**src/rtl/cpu_ctrl_fsm.sv**
```systemverilog
// Datapath controller FSM: latches opcode/op on start and sequences the regfile, ALU,
// status register and a data-memory port with configurable read wait states.
//
// state      | meaning
// WAIT       | idle, w=1, accepts start
// IMM        | MOV imm writeback
// GET_A      | read Rn into A
// GET_B      | read Rm into B
// PASS       | B passed through to C (asel)
// ALU        | ALU result into C, or status only for CMP
// WB         | C written back to Rd
// ADDR       | address = A + sximm (bsel) into C
// LD_ADDR    | C into address register
// MEM_RD     | memory read wait states
// WB_MEM     | mdata written back to Rd
// GET_B_RD   | read Rd into B for store data
// MEM_WR     | memory write
// HALT       | stopped until reset
// ILLEGAL    | err pulse for an undecodable instruction
module cpu_ctrl_fsm #(
  parameter int MEM_EN   = 1,
  parameter int MEM_WAIT = 1
) (
  input  logic       clk,
  input  logic       reset,
  input  logic       s,
  input  logic [2:0] opcode,
  input  logic [1:0] op,
  output logic       w,
  output logic       done,
  output logic       err,
  output logic [1:0] nsel,
  output logic [1:0] vsel,
  output logic       loada,
  output logic       loadb,
  output logic       loadc,
  output logic       loads,
  output logic       write,
  output logic       asel,
  output logic       bsel,
  output logic       load_addr,
  output logic [1:0] mem_cmd
);

  typedef enum logic [3:0] {
    S_WAIT     = 4'd0,
    S_IMM      = 4'd1,
    S_GET_A    = 4'd2,
    S_GET_B    = 4'd3,
    S_PASS     = 4'd4,
    S_ALU      = 4'd5,
    S_WB       = 4'd6,
    S_ADDR     = 4'd7,
    S_LD_ADDR  = 4'd8,
    S_MEM_RD   = 4'd9,
    S_WB_MEM   = 4'd10,
    S_GET_B_RD = 4'd11,
    S_MEM_WR   = 4'd12,
    S_HALT     = 4'd13,
    S_ILLEGAL  = 4'd14
  } state_t;

  localparam logic [3:0] WAIT_INIT = MEM_WAIT[3:0];

  state_t     state, state_next;
  logic [2:0] ir_opc;
  logic [1:0] ir_op;
  logic [3:0] wait_cnt;
  logic       is_movreg, is_cmp, is_str;

  // First state of each sequence, decoded straight from the inputs at the start edge.
  function automatic state_t first_state(input logic [2:0] opc, input logic [1:0] o);
    state_t f;
    f = S_ILLEGAL;
    case (opc)
      3'b110: if (o == 2'b10) f = S_IMM; else if (o == 2'b00) f = S_GET_B;
      3'b101: f = (o == 2'b11) ? S_GET_B : S_GET_A;
      3'b011,
      3'b100: if ((MEM_EN != 0) && (o == 2'b00)) f = S_GET_A;
      3'b111: f = S_HALT;
      default: f = S_ILLEGAL;
    endcase
    return f;
  endfunction

  assign is_movreg = (ir_opc == 3'b110);
  assign is_cmp    = (ir_opc == 3'b101) && (ir_op == 2'b01);
  assign is_str    = (ir_opc == 3'b100);

  always_ff @(posedge clk) begin
    if (reset) begin
      state    <= S_WAIT;
      ir_opc   <= 3'b000;
      ir_op    <= 2'b00;
      wait_cnt <= 4'd0;
    end else begin
      state <= state_next;
      if (state == S_WAIT && s) begin
        ir_opc <= opcode;
        ir_op  <= op;
      end
      if (state_next == S_MEM_RD && state != S_MEM_RD)
        wait_cnt <= WAIT_INIT;
      else if (state == S_MEM_RD)
        wait_cnt <= wait_cnt - 4'd1;
    end
  end

  always_comb begin
    state_next = S_WAIT;
    case (state)
      S_WAIT:     state_next = s ? first_state(opcode, op) : S_WAIT;
      S_IMM:      state_next = S_WAIT;
      S_GET_A:    state_next = (ir_opc == 3'b011 || is_str) ? S_ADDR : S_GET_B;
      S_GET_B:    state_next = is_movreg ? S_PASS : S_ALU;
      S_PASS:     state_next = is_str ? S_MEM_WR : S_WB;
      S_ALU:      state_next = is_cmp ? S_WAIT : S_WB;
      S_WB:       state_next = S_WAIT;
      S_ADDR:     state_next = S_LD_ADDR;
      S_LD_ADDR:  state_next = is_str ? S_GET_B_RD :
                               (WAIT_INIT == 4'd0) ? S_WB_MEM : S_MEM_RD;
      // terminal count: leave on the last wait cycle
      S_MEM_RD:   state_next = (wait_cnt <= 4'd1) ? S_WB_MEM : S_MEM_RD;
      S_WB_MEM:   state_next = S_WAIT;
      S_GET_B_RD: state_next = S_PASS;
      S_MEM_WR:   state_next = S_WAIT;
      S_HALT:     state_next = S_HALT;
      S_ILLEGAL:  state_next = S_WAIT;
      default:    state_next = S_WAIT;
    endcase
  end

  always_comb begin
    w         = 1'b0;
    done      = 1'b0;
    err       = 1'b0;
    nsel      = 2'b00;
    vsel      = 2'b00;
    loada     = 1'b0;
    loadb     = 1'b0;
    loadc     = 1'b0;
    loads     = 1'b0;
    write     = 1'b0;
    asel      = 1'b0;
    bsel      = 1'b0;
    load_addr = 1'b0;
    mem_cmd   = 2'b00;
    case (state)
      S_WAIT:     w = 1'b1;
      S_IMM:      begin nsel = 2'b10; vsel = 2'b10; write = 1'b1; done = 1'b1; end
      S_GET_A:    begin nsel = 2'b10; loada = 1'b1; end
      S_GET_B:    loadb = 1'b1;
      S_PASS:     begin asel = 1'b1; loadc = 1'b1; end
      S_ALU:      if (is_cmp) begin loads = 1'b1; done = 1'b1; end else loadc = 1'b1;
      S_WB:       begin nsel = 2'b01; write = 1'b1; done = 1'b1; end
      S_ADDR:     begin bsel = 1'b1; loadc = 1'b1; end
      S_LD_ADDR:  load_addr = 1'b1;
      S_MEM_RD:   mem_cmd = 2'b01;
      S_WB_MEM:   begin mem_cmd = 2'b01; nsel = 2'b01; vsel = 2'b11; write = 1'b1; done = 1'b1; end
      S_GET_B_RD: begin nsel = 2'b01; loadb = 1'b1; end
      S_MEM_WR:   begin mem_cmd = 2'b10; done = 1'b1; end
      S_ILLEGAL:  err = 1'b1;
      default:    w = 1'b0;
    endcase
  end

endmodule
```
**config.mk**
```make
export PLATFORM = sky130hd
export DESIGN_NAME = cpu_ctrl_fsm
export DESIGN_NICKNAME = d
export VERILOG_FILES = /design/src/rtl/cpu_ctrl_fsm.sv
export SDC_FILE = /design/constraint.sdc
export NUM_CORES = 1
export LEC_CHECK = 0
export BUFFER_PORTS_ARGS = -buffer_cell sky130_fd_sc_hd__buf_2
export CAP_MARGIN = 10
export CORE_MARGIN = 2
export CORE_UTILIZATION = 53
export DETAILED_ROUTE_END_ITERATION = 10
export GPL_TIMING_DRIVEN = 0
export PLACE_DENSITY = 0.79
export SLEW_MARGIN = 10
export SYNTH_ARGS = -nofsm -noshare
export SYNTH_HDL_FRONTEND = slang
export SYNTH_SLANG_ARGS = --single-unit
```
**constraint.sdc**
```tcl
create_clock -name clk -period 2 [get_ports clk]
set_input_delay 0.2 -clock clk [delete_from_list [all_inputs] [get_ports clk]]
set_output_delay 0.2 -clock clk [all_outputs]
set_load 0.03 [all_outputs]
```
==> results of run 1 <==
==> synthesized netlist by cell type, types with 2 or more instances <==
library cell,instances
a21oi_1,9
nor2_1,22
ha_1,2
nand2_1,6
dfxtp_1,13
inv_1,8
mux2i_1,5
nor3b_1,3
nor3_1,7
clkbuf_1,3
nand2b_1,7
o41ai_1,2
nand3b_1,2
o21ai_0,8
nor2b_1,9
buf_2,4
==> how the worst max path moves through the flow <==
stage	startpoint	end	cells past startpoint
final	state[3]	done	6
after global routing	state[2]	wait_cnt[2]	6
after floorplan	state[2]	wait_cnt[0]	7
after CTS	wait_cnt[0]	wait_cnt[1]	8
after detailed placement	state[0]	wait_cnt[1]	7
after global placement	state[2]	wait_cnt[1]	7
==> metal layers <==
metal / wire length, um / up-vias
li1: - / 558
met1: 1260 / 521
met2: 1240 / 37
met3: 145 / 7
met4: 53 / 0
met5: 0 / -
==> power by group <==
part,internal (mW),switching (mW),total [mW]
combinational,0.467,0.746,1.21
clock,0.0744,0.0926,0.167
sequential,0.334,0.0908,0.425
==> metrics by stage <==
stage | total power [mW] | TNS, ns | instance area [um^2] | instances | hold WS [ns]
after global placement | 1.46 | -0.115 | 1250 | 192 | 0.479
after CTS | 1.67 | -0.0168 | 1290 | 195 | 0.214
after floorplan | 1.25 | 0 | 1100 | 141 | 0.347
after global routing | 1.92 | 0 | 1370 | 195 | 0.253
final | 1.80 | 0 | 1370 | 195 | 0.220
after detailed placement | 1.49 | -0.169 | 1250 | 192 | 0.507
==> final cells by class <==
type	instances	area, um^2
tap	27	33.8
multi-input combinational	112	840
clock inverter	1	5.00
fill	160	573
timing repair buffer	24	120
sequential	13	270
inverter	8	30.0
clock buffer	3	22.5
buffer	7	47.5
==> state kept, by name, summed over array words and instances (netlist names) <==
signal	cells
ir_opc	3
wait_cnt	4
ir_op	2
state	4
==> logic make-up (layout without fill, tap and decap cells) <==
group / after synthesis / count (layout) / share of synthesized area
adders and majority gates: 2 / 2 / 0.0231
buffers and inverters: 16 / 43 / 0.0670
muxes: 6 / 6 / 0.0566
and+or+nand+nor: 65 / 65 / 0.339
AOI/OAI and AO/OA: 38 / 38 / 0.266
xor gates and xnor gates: 1 / 1 / 0.00808
DFF: 13 / 13 / 0.240
==> worst min-delay path: cells and delay by family <==
| family | cells | cell delay, ns |
|---|---|---|
| buffers and inverters | 1 | 0.12 |
| muxes | 1 | 0.08 |
| and+or+nand+nor | 1 | 0.07 |
==> timing repair <==
item	4_1_cts	5_1_grt
hold buffers	0	0
pin swaps	0	3
endpoints found under the setup margin	7	7
gates resized for setup	6	18
==> flow_summary.ini, run 1 <==
[setup_path]
r2r_start = wait_cnt[0]
r2r_cells = 8
critical_path_class = register to output pin
cp_max_fo = 10
path_delay_family = flip-flops
end_kind = output pin
critPathLaunchType = register
path_buf_inv = 2
critPathSlowestCell = dfxtp_4
crit_chain = buf_4, nor2b_4, nor2_1, mux2_2, o21ai_1, buf_2
cp_data_arrival_time_ns = 1.73
crit_required_ns = 1.80
worstReg2RegEnd = wait_cnt[1]
regToRegSetupSlack_ns = 0.12
cpPeakStageDelay_ns = 0.40

[timing]
fin_crit_ns = 1.93
fmax_ghz = 0.518
clock_skew_ns = 0.000697
setup_viol = 0
worst_slack_ns = 0.0712
period_share = 0.964
final_hold_viol_count = 0
tightestPinTransition_ns = 0.451
slew_headroom = 0.698
rsz0062_at_grt = no
slew_violations = 0

[die]
io_pins = 25
fp.coreArea_um2 = 1940
start_util = 0.558
rows = 16
die_w_um = 49.2
die-area_um2 = 2420
fp.dieH_um = 49.2

[pwr]
p_leak_nw = 0.561
worst_ir_drop_vdd_mv = 0.853
p_per_area_nw_per_um2 = 1320

[clocking]
cts.sinks = 13
cts_tree = done
cts_buffers = 3
ctsLongestPathBuffers = 2
clk_pin_slew_ns = 0.08
post_cts_buffers = 0
clockRootBuffer = clkbuf_4
cts_max_level = 1
clk-insertion-delay-late_ns = 0.28

[grt]
grt_max_degree = 11
grt_antenna_before_repair = 0
overflow = 0
met2_usage = 0.356
track_usage = 0.234
grt_pass1_wl_mm = 4.34
busiest_layer = met2
grt_pass1_vias = 943
grtUsageMet1 = 0.315
grt_util_met3 = 0.0491

[route]
first_pass_iters = 4
initialDrtViolationCount = 26
vias = 1123
routedWlPerCell_um = 13.8
drc_errors = 0
vias_per_cell = 5.76
routed_wl_mm = 2.70
ant_nets = 0

[cells_and_area]
diodes = 0
area_growth_syn_to_layout_pct = 26.3
drive_gt1_frac = 0.357
final_cell_mix = buf_2, nor2_1, a21oi_1, dfxtp_1, inv_1
fin_nets = 179
final_common_cell = buf_2
fin_util = 0.705

[job]
max-cap-violations = 0

[yosys]
synth.net_count = 151
synth_flop_cell = dfxtp_1
synth_edf_count = 0
synthArstFlopShare = 0
synth_top_cell_by_area = dfxtp_1
ys_ff_latch = 13
synth_area_leaders = dfxtp_1, nor2_1, nor2b_1
yosysUniqueCellTypes = 47
yosysTopAreaCellShare = 0.240
avgSynthCellArea_um2 = 7.68
syn_inst = 141
synth.cell_area_um2 = 1080
yosys_warnings = 0
ys_seq_area_frac = 0.240

[placed_design]
place_ws_ns = -0.0768
port_buffers = 24
hpwl_mm = 2.00
gp_congestion = 0.896

[hold_path]
timing.hold.worst_path_depth = 3
hp-class = input port to register
min_to = ir_op[1]
hold_start = op[1]

[status]
status = complete, no violations
No activity file was read; power rests on OpenSTA's default activity.
==> inputs of run 2 (changes only) <==
--- a/config.mk
+++ b/config.mk
@@ -8,10 +8,9 @@
 export BUFFER_PORTS_ARGS = -buffer_cell sky130_fd_sc_hd__buf_2
 export CAP_MARGIN = 10
 export CORE_MARGIN = 2
-export CORE_UTILIZATION = 53
+export CORE_UTILIZATION = 40
 export DETAILED_ROUTE_END_ITERATION = 10
 export GPL_TIMING_DRIVEN = 0
-export PLACE_DENSITY = 0.79
 export SLEW_MARGIN = 10
 export SYNTH_ARGS = -nofsm -noshare
 export SYNTH_HDL_FRONTEND = slang
==> run 2 against run 1 <==
Compared with the run above:
- clock skew up 0.0039 ns
- critical path type unchanged
- critical endpoint unchanged
- total power shrank 3.3%
- die area is 30% higher
- sequential power about the same
- setup slack worse by 0.0018 ns
- count of clock-buffer cells in the layout rose by 1
- sequential share of layout area is 0.16 points higher
- sequential cell count did not move
- largest power group unchanged
==> flow_summary.ini, run 2 (synthesis gave the netlist of run 1 again) <==
[grt]
grt_pass1_wl_mm = 4.65
grt_antenna_before_repair = 0
track_usage = 0.181
grt_max_degree = 11
overflow = 0
grt_pass1_vias = 1013

[pwr]
worst_ir_drop_vdd_mv = 0.730
p_leak_nw = 0.554
p_per_area_nw_per_um2 = 1300
total_power_mw = 1.75

[die]
fp.coreArea_um2 = 2520
die_w_um = 56.0
start_util = 0.430
io_pins = 25
fp.dieH_um = 56.0
die-area_um2 = 3140
rows = 18

[setup_path]
crit_required_ns = 1.80
critical_path_class = register to output pin
end_kind = output pin
cp_max_fo = 10
r2r_cells = 7
r2r_start = state[1]
critPathLaunchType = register
regToRegSetupSlack_ns = 0.13
cp_data_arrival_time_ns = 1.73
worstReg2RegEnd = wait_cnt[1]

[timing]
fin_crit_ns = 1.93
final_hold_viol_count = 0
clock_skew_ns = 0.00458
setup_viol = 0
slew_violations = 0
period_share = 0.965
tightestPinTransition_ns = 0.488
rsz0062_at_grt = no
slew_headroom = 0.674
fmax_ghz = 0.518

[placed_design]
hpwl_mm = 2.12
place_area_um2 = 1260
gp_congestion = 0.810
port_buffers = 24

[hold_path]
hold_start = op[1]
min_to = ir_op[1]
timing.hold.worst_path_depth = 3
hp-class = input port to register

[clocking]
clk-insertion-delay-late_ns = 0.27
cts_tree = done
cts_max_level = 1
clk_pin_slew_ns = 0.08
cts_buffers = 3
cts.sinks = 13
post_cts_buffers = 0
hold_buffers = 0
clockRootBuffer = clkbuf_4
ctsLongestPathBuffers = 2

[route]
vias_per_cell = 5.58
drc_errors = 0
routedWlPerCell_um = 13.9
routed_wl_mm = 2.76
first_pass_iters = 4
ant_nets = 0
vias = 1105
initialDrtViolationCount = 30

[cells_and_area]
stdcell_area_um2 = 1350
drive_gt1_frac = 0.345
area_growth_syn_to_layout_pct = 24.1
fin_nets = 179
diodes = 0
top_regs = state x4, wait_cnt x4, ir_opc x3
final_common_cell = buf_2
final_cell_mix = buf_2, nor2_1, a21oi_1, dfxtp_1, inv_1

[status]
status = complete, no violations

[job]
max-cap-violations = 0
run 2: how the worst max path moves through the flow:
stage / startpoint / endpoint / cells after the start
floorplan: state[2] / wait_cnt[0] / 7
detailed placement: state[0] / wait_cnt[1] / 7
global route: state[2] / done / 5
CTS: state[1] / wait_cnt[1] / 7
finish: state[3] / done / 6
global placement: state[0] / wait_cnt[1] / 7
run 2: repair_timing:
action,CTS,global route
gates resized for setup,10,10
pin swaps,1,3
endpoints found under the setup margin,7,6
hold endpoints to repair,0,0
run 2: layer usage:
metal / track usage / vias up / share of wire
met3: 0.0372 / 2 / 0.031
met5: 0 / - / 0
met2: 0.311 / 17 / 0.49
met4: 0.0306 / 0 / 0.0036
met1: 0.234 / 524 / 0.48
li1: - / 562 / -
run 2: layout make-up:
type | count | area, um^2
buffer | 7 | 47.5
clock buffer | 4 | 26.3
fill | 260 | 1180
inverter | 8 | 30.0
multi-input combinational | 112 | 816
sequential | 13 | 268
tap | 30 | 37.5
timing repair buffer | 24 | 120
run 2: critical path, cell delays in order, from the launching register on:
cell	delay, ns
dfxtp_4	0.40
buf_4	0.19
nor2b_4	0.19
nor2_1	0.07
mux2_2	0.27
o21ai_1	0.11
buf_2	0.21
run 2: where the power goes:
| group | internal, mW | switching (mW) | leakage, nW |
|---|---|---|---|
| registers | 0.333 | 0.0938 | 0.108 |
| logic | 0.440 | 0.716 | 0.431 |
| clock network | 0.0772 | 0.0850 | 0.0150 |
run 2: through the flow:
| step | setup TNS (ns) | utilization | hold WS [ns] | setup WS, ns | cells |
|---|---|---|---|---|---|
| floorplan | 0 | - | 0.347 | 0.0569 | 141 |
| global placement | -0.281 | 0.498 | 0.483 | -0.105 | 195 |
| detailed placement | -0.421 | 0.498 | 0.509 | -0.137 | 195 |
| CTS | 0 | 0.519 | 0.232 | 0.0116 | 198 |
| global route | 0 | 0.533 | 0.238 | 0.000778 | 198 |
| finish | 0 | 0.533 | 0.233 | 0.0693 | 198 |
